### src/rtl/regfile_scoreboard_pkg.sv
// Shared constants and helpers for the register file with busy scoreboard.
// Imported by the interface, the read port and the top.
package regfile_pkg;

  localparam int REGFILE_DATA_W    = 16;
  localparam int REGFILE_ADDR_W    = 2;
  localparam int REGFILE_MAX_DEPTH = 64;

  function automatic int unsigned busy_popcount(
    input logic [REGFILE_MAX_DEPTH-1:0] v
  );
    int unsigned n;
    n = 0;
    for (int i = 0; i < REGFILE_MAX_DEPTH; i++) begin
      n += 32'(v[i]);
    end
    return n;
  endfunction

endpackage

### src/rtl/regfile_scoreboard_if.sv
// Bus between the issue logic and the register file scoreboard.
// Master drives addresses and write/reserve requests; slave returns reads.
interface regfile_scoreboard_if
  import regfile_pkg::*;
#(
  parameter int DATA_W = REGFILE_DATA_W,
  parameter int ADDR_W = REGFILE_ADDR_W
);

  logic [ADDR_W-1:0] R1;
  logic [ADDR_W-1:0] R2;
  logic [ADDR_W-1:0] Rd;
  logic              RegWrite;
  logic [DATA_W-1:0] WriteData;
  logic              Reserve;
  logic [ADDR_W-1:0] ReserveAddr;
  logic [DATA_W-1:0] OutputA;
  logic [DATA_W-1:0] OutputB;
  logic              BusyA;
  logic              BusyB;
  logic [ADDR_W:0]   PendingCount;

  modport master (
    output R1, R2, Rd, RegWrite, WriteData,
    output Reserve, ReserveAddr,
    input  OutputA, OutputB, BusyA, BusyB,
    input  PendingCount
  );

  modport slave (
    input  R1, R2, Rd, RegWrite, WriteData,
    input  Reserve, ReserveAddr,
    output OutputA, OutputB, BusyA, BusyB,
    output PendingCount
  );

endinterface

### src/rtl/regfile_scoreboard_read_port.sv
// One combinational read port: address mux, writeback bypass and
// same-cycle busy clear on writeback.
module regfile_read_port
  import regfile_pkg::*;
#(
  parameter int          DATA_W   = REGFILE_DATA_W,
  parameter int          ADDR_W   = REGFILE_ADDR_W,
  parameter int unsigned ZERO_REG = 0
) (
  input  logic [ADDR_W-1:0]                    addr_i,
  input  logic [(1<<ADDR_W)-1:0][DATA_W-1:0]   regs_i,
  input  logic [(1<<ADDR_W)-1:0]               busy_i,
  input  logic                                 wr_en_i,
  input  logic [ADDR_W-1:0]                    wr_addr_i,
  input  logic [DATA_W-1:0]                    wr_data_i,
  output logic [DATA_W-1:0]                    data_o,
  output logic                                 busy_o
);

  localparam bit ZERO_HW = (ZERO_REG != 0);

  logic hit;
  logic zero_rd;

  // wr_en_i is already gated by reset and by the hardwired zero register
  assign hit     = wr_en_i && (wr_addr_i == addr_i);
  assign zero_rd = ZERO_HW && (addr_i == '0);

  always_comb begin
    data_o = regs_i[addr_i];
    if (zero_rd) data_o = '0;
    if (hit)     data_o = wr_data_i;
  end

  assign busy_o = busy_i[addr_i] && !hit;

endmodule

### src/rtl/regfile_scoreboard.sv
// Register file with a per-register busy scoreboard and pending count.
// Reserve marks an outstanding write; RegWrite writes back and clears it.
module regfile_scoreboard
  import regfile_pkg::*;
#(
  parameter int          DATA_W   = REGFILE_DATA_W,
  parameter int          ADDR_W   = REGFILE_ADDR_W,
  parameter int unsigned ZERO_REG = 0
) (
  input  logic                 CLK,
  input  logic                 Reset,
  regfile_scoreboard_if.slave  bus
);

  localparam int DEPTH   = 1 << ADDR_W;
  localparam bit ZERO_HW = (ZERO_REG != 0);

  logic [DEPTH-1:0][DATA_W-1:0] regs_q;
  logic [DEPTH-1:0][DATA_W-1:0] regs_d;
  logic [DEPTH-1:0]             busy_q;
  logic [DEPTH-1:0]             busy_d;
  logic [ADDR_W:0]              count_q;
  logic [ADDR_W:0]              count_d;

  logic wr_en;
  logic rsv_en;

  assign wr_en  = bus.RegWrite && !Reset &&
                  !(ZERO_HW && (bus.Rd == '0));
  assign rsv_en = bus.Reserve && !Reset &&
                  !(ZERO_HW && (bus.ReserveAddr == '0));

  // Reserve is applied last so it wins over a same-address writeback
  always_comb begin
    regs_d = regs_q;
    busy_d = busy_q;
    if (wr_en) begin
      regs_d[bus.Rd] = bus.WriteData;
      busy_d[bus.Rd] = 1'b0;
    end
    if (rsv_en) begin
      busy_d[bus.ReserveAddr] = 1'b1;
    end
    count_d = (ADDR_W+1)'(
      busy_popcount(REGFILE_MAX_DEPTH'(busy_d)));
  end

  always_ff @(posedge CLK) begin
    if (Reset) begin
      regs_q  <= '0;
      busy_q  <= '0;
      count_q <= '0;
    end else begin
      regs_q  <= regs_d;
      busy_q  <= busy_d;
      count_q <= count_d;
    end
  end

  regfile_read_port #(
    .DATA_W   (DATA_W),
    .ADDR_W   (ADDR_W),
    .ZERO_REG (ZERO_REG)
  ) u_port_a (
    .addr_i    (bus.R1),
    .regs_i    (regs_q),
    .busy_i    (busy_q),
    .wr_en_i   (wr_en),
    .wr_addr_i (bus.Rd),
    .wr_data_i (bus.WriteData),
    .data_o    (bus.OutputA),
    .busy_o    (bus.BusyA)
  );

  regfile_read_port #(
    .DATA_W   (DATA_W),
    .ADDR_W   (ADDR_W),
    .ZERO_REG (ZERO_REG)
  ) u_port_b (
    .addr_i    (bus.R2),
    .regs_i    (regs_q),
    .busy_i    (busy_q),
    .wr_en_i   (wr_en),
    .wr_addr_i (bus.Rd),
    .wr_data_i (bus.WriteData),
    .data_o    (bus.OutputB),
    .busy_o    (bus.BusyB)
  );

  assign bus.PendingCount = count_q;

endmodule

### src/flat_wrapper.sv
// flat-port wrapper written by rule: the top's interface ports become plain ports
module regfile_scoreboard_flat import regfile_pkg::*;
#(
  parameter int          DATA_W   = REGFILE_DATA_W,
  parameter int          ADDR_W   = REGFILE_ADDR_W,
  parameter int unsigned ZERO_REG = 0
)
  (CLK, Reset, bus_R1, bus_R2, bus_Rd, bus_RegWrite, bus_WriteData, bus_Reserve, bus_ReserveAddr, bus_OutputA, bus_OutputB, bus_BusyA, bus_BusyB, bus_PendingCount);
  regfile_scoreboard_if #(.DATA_W(DATA_W), .ADDR_W(ADDR_W)) bus_i ();
  input  logic CLK;
  input  logic Reset;
  input wire logic [$bits(bus_i.R1)-1:0] bus_R1;
  input wire logic [$bits(bus_i.R2)-1:0] bus_R2;
  input wire logic [$bits(bus_i.Rd)-1:0] bus_Rd;
  input wire logic [$bits(bus_i.RegWrite)-1:0] bus_RegWrite;
  input wire logic [$bits(bus_i.WriteData)-1:0] bus_WriteData;
  input wire logic [$bits(bus_i.Reserve)-1:0] bus_Reserve;
  input wire logic [$bits(bus_i.ReserveAddr)-1:0] bus_ReserveAddr;
  output wire logic [$bits(bus_i.OutputA)-1:0] bus_OutputA;
  output wire logic [$bits(bus_i.OutputB)-1:0] bus_OutputB;
  output wire logic [$bits(bus_i.BusyA)-1:0] bus_BusyA;
  output wire logic [$bits(bus_i.BusyB)-1:0] bus_BusyB;
  output wire logic [$bits(bus_i.PendingCount)-1:0] bus_PendingCount;
  assign bus_i.R1 = bus_R1;
  assign bus_i.R2 = bus_R2;
  assign bus_i.Rd = bus_Rd;
  assign bus_i.RegWrite = bus_RegWrite;
  assign bus_i.WriteData = bus_WriteData;
  assign bus_i.Reserve = bus_Reserve;
  assign bus_i.ReserveAddr = bus_ReserveAddr;
  assign bus_OutputA = bus_i.OutputA;
  assign bus_OutputB = bus_i.OutputB;
  assign bus_BusyA = bus_i.BusyA;
  assign bus_BusyB = bus_i.BusyB;
  assign bus_PendingCount = bus_i.PendingCount;
  regfile_scoreboard #(.DATA_W(DATA_W), .ADDR_W(ADDR_W), .ZERO_REG(ZERO_REG)) u_core (.CLK(CLK), .Reset(Reset), .bus(bus_i));
endmodule
### config.mk
export PLATFORM = sky130hd
export DESIGN_NAME = regfile_scoreboard_flat
export DESIGN_NICKNAME = d
export VERILOG_FILES = /design/src/rtl/regfile_scoreboard_pkg.sv /design/src/rtl/regfile_scoreboard_if.sv /design/src/rtl/regfile_scoreboard_read_port.sv /design/src/rtl/regfile_scoreboard.sv /design/src/flat_wrapper.sv
export SDC_FILE = /design/constraint.sdc
export NUM_CORES = 1
export LEC_CHECK = 0
export ABC_CLOCK_PERIOD_IN_PS = 2400
export BUFFER_PORTS_ARGS = -buffer_cell sky130_fd_sc_hd__buf_2
export CAP_MARGIN = 10
export CORE_MARGIN = 2
export CORE_UTILIZATION = 52
export DETAILED_ROUTE_END_ITERATION = 16
export PLACE_DENSITY = 0.78
export REMOVE_ABC_BUFFERS = 1
export SLEW_MARGIN = 25
export SYNTH_ARGS = -nofsm -noshare
export SYNTH_HDL_FRONTEND = slang
export SYNTH_HIERARCHICAL = 1
export SYNTH_SLANG_ARGS = --single-unit
### constraint.sdc
create_clock -name CLK -period 2.4 [get_ports CLK]
set_input_delay 0.36 -clock CLK [delete_from_list [all_inputs] [get_ports CLK]]
set_output_delay 0.36 -clock CLK [all_outputs]
set_load 0.005 [all_outputs]
==> impl_results.md <==
- Register area share after synthesis: 33.08%
- IO Port Bufs: 64
- Unrepaired setup endpoints after global routing: no
- Most common cell after layout, fill and taps aside: dfxtp_1
- Synth top area cells: dfxtp_1 (33%), mux2_1 (14%), mux4_2 (10%)
- Clock root buffer: clkbuf_8
- Setup TNS: 0 ns
- Clock period minus worst slack: 2.194 ns
- FF+latch count, synth: 71
- Ys Warns: 6
- Num CTS Buffers: 9
- Initial antenna violation count: 0
- Post-CTS Hold Buffers: 0
- Crit path kind: primary input to output port
- Synthesized area: 4297 sq um
- Via count: 2861
- FP Rows: 33
- Number of global-route vias before repair: 2901
- Fin crit share: 91.40%
- Die area: 9006 sq um
- Final wirelength: 8.874 mm
- Status: finished, final reports clean
- First-pass GRT wire length: 14.15 mm
- CTS clk-pin slew, worst paths: 0.07 ns
- Startpoint Class: primary input
- WP data arrival: 1.83 ns
- Fin cells: 506
- Most area-hungry cell type in the Yosys netlist: dfxtp_1
- Met2 WL post-DR: 4.513 mm
- HP Class: primary input to register
- DRT met1 WL: 3.825 mm
- Die height: 94.90 um
- Sequential cell area: 1421 sq um
- Average size of a mapped cell: 13.02 sq um
- Final GP Congestion: 0.7502
- Max Cap Viol: 0
- Layout Nets: 428
- Wire length on met3: 414 um
- Initial DRC count: 67
- Setup WS post-layout: 0.2063 ns
- DR WL/cell: 17.54 um
- Worst-margin pin slew: 0.4196 ns
- Yosys top cell area share: 33.08%
- Pwr Density: 506.0 nW/um^2
- Cell variety after synth: 27
- PnR Total Power: 2476 uW
- Total track usage: 20.65%
- Most frequent cells in the layout: dfxtp_1 (71), nor2b_1 (68), buf_2 (64), mux2_1 (53), mux2_2 (25)
- Max Clk Rate: 455.9 MHz
- Core ar.: 8093 sq um
- Die X: 94.90 um
- Vias/cell: 5.654
- Insertion delay to the later sink of the worst-skew pair: 0.34 ns
- CP Data Required Time: 2.04 ns
- Top-Level Pins: 65
- Max Root-Sink Buffers: 2
- Placed insts: 491
- Worst Path Max Fanout: 57
- Fin. Hold Viols: 0
- CTS tree: yes
- Synth Instances: 330
- GRT overflow: 0
- Sink Count: 71
- Worst setup EP type: output port
- Worst Clk Skew: 0.005818 ns
- Area delta synth->final: 13.86%
- DRC: 0
- DR pass1 iterations: 4
- DP HPWL: 6.076 mm
- Final max-slew violation count: 0
- Final setup viols: 0
- Worst vdd ir: 0.3487 mV
- Leakage: 0.002295 uW
- Largest net degree at the start of global routing: 58
- Share of cells above drive strength 1: 40.15%
- Pre-CTS worst setup slack: 0.06255 ns
- Post-DRT Antenna Nets: 0
- Diode count: 0
- Highest routed metal layer: met4
- Slew headroom: 72.02%
- Layout fillers: 664
- Area of the multi-input gates: 2676 sq um
- H-tree Lvls: 3
- Initial Util: 53.09%
==> synthesized netlist by cell type <==
cell type	instances
o21ai_0	3
o31ai_1	4
and4b_1	1
mux4_2	20
nor2b_1	68
nor4bb_1	2
o21ai_1	1
mux2_1	53
buf_6	5
nand4b_1	2
mux2_4	18
and2_1	2
nand3_2	2
nor4b_1	1
buf_12	2
ha_1	2
buf_2	7
nand4bb_1	4
mux2_2	25
buf_4	2
dfxtp_1	71
inv_1	4
mux4_1	14
clkbuf_1	10
fa_1	1
or4b_1	2
xnor2_1	4
==> metal layers <==
metal	global-route usage (%)	up-vias
met2	36.52	62
met3	3.192	11
met1	25.31	1420
met4	7.850	0
met5	0	-
li1	-	1368
==> stage by stage <==
step                      instance area [sq um]  hold WS [ns]  utilization (%)
after floorplan                            4113        0.4316                -
after global placement                     4725        0.4813            58.38
after detailed placement                   4725        0.4949            58.38
after CTS                                  4888        0.2843            60.41
after global routing                       4892        0.2918            60.45
final                                      4892        0.2900            60.45
==> final timing paths <==
path / from / end / slack (ns) / cells past startpoint
max reg2reg: u_core/busy_q[0]$_SDFF_PP0_ / u_core/bus.PendingCount[1]$_SDFF_PP0_ / 0.58 / 6
min reg2reg: u_core/busy_q[1]$_SDFF_PP0_ / u_core/busy_q[1]$_SDFF_PP0_ / 0.50 / 2
max: Reset / bus_OutputB[15] / 0.21 / 7
min: bus_WriteData[8] / u_core/regs_q[24]$_SDFFE_PP0P_ / 0.29 / 2
==> cell families after synthesis <==
group | synth area share [%]
AO/OA/AOI/OAI | 1.165
XOR/XNOR | 0.8153
adder cells (fa/ha/maj) | 1.048
buffers and inverters | 4.630
flip-flops | 33.08
multiplexers | 45.78
AND/OR/NAND/NOR | 13.48
==> registers in the layout, summed over array words and instances, names as in the netlist <==
signal	cells
u_core/regs_q	64
u_core/busy_q	4
u_core/bus.PendingCount	3
==> power by group <==
| group | internal (uW) | total (uW) | switching [uW] |
|---|---|---|---|
| Sequential | 1230 | 1250 | 28.2 |
| Clock | 392 | 820 | 427 |
| Combinational | 225 | 402 | 177 |
==> layout make-up <==
type	instances	area share, %
Tap cell	105	2.685
Multi-Input combinational cell	229	54.71
Sequential cell	71	29.05
Inverter	4	0.3069
Clock inverter	4	0.4604
Timing Repair Buffer	82	9.898
Clock buffer	11	2.890
==> worst max-delay path: stages <==
cell and delay [ns]:
buf_2 0.15, buf_6 0.37, nor2b_1 0.14, nand3_2 0.09, buf_4 0.21, mux2_2 0.36
buf_2 0.13
==> what timing repair did <==
item / CTS / global route
resized for setup: 0 / 1
endpoints found under the setup margin: 0 / 27
buffers inserted: 0 / 0
Note: power is estimated with default switching activity, not from simulation.
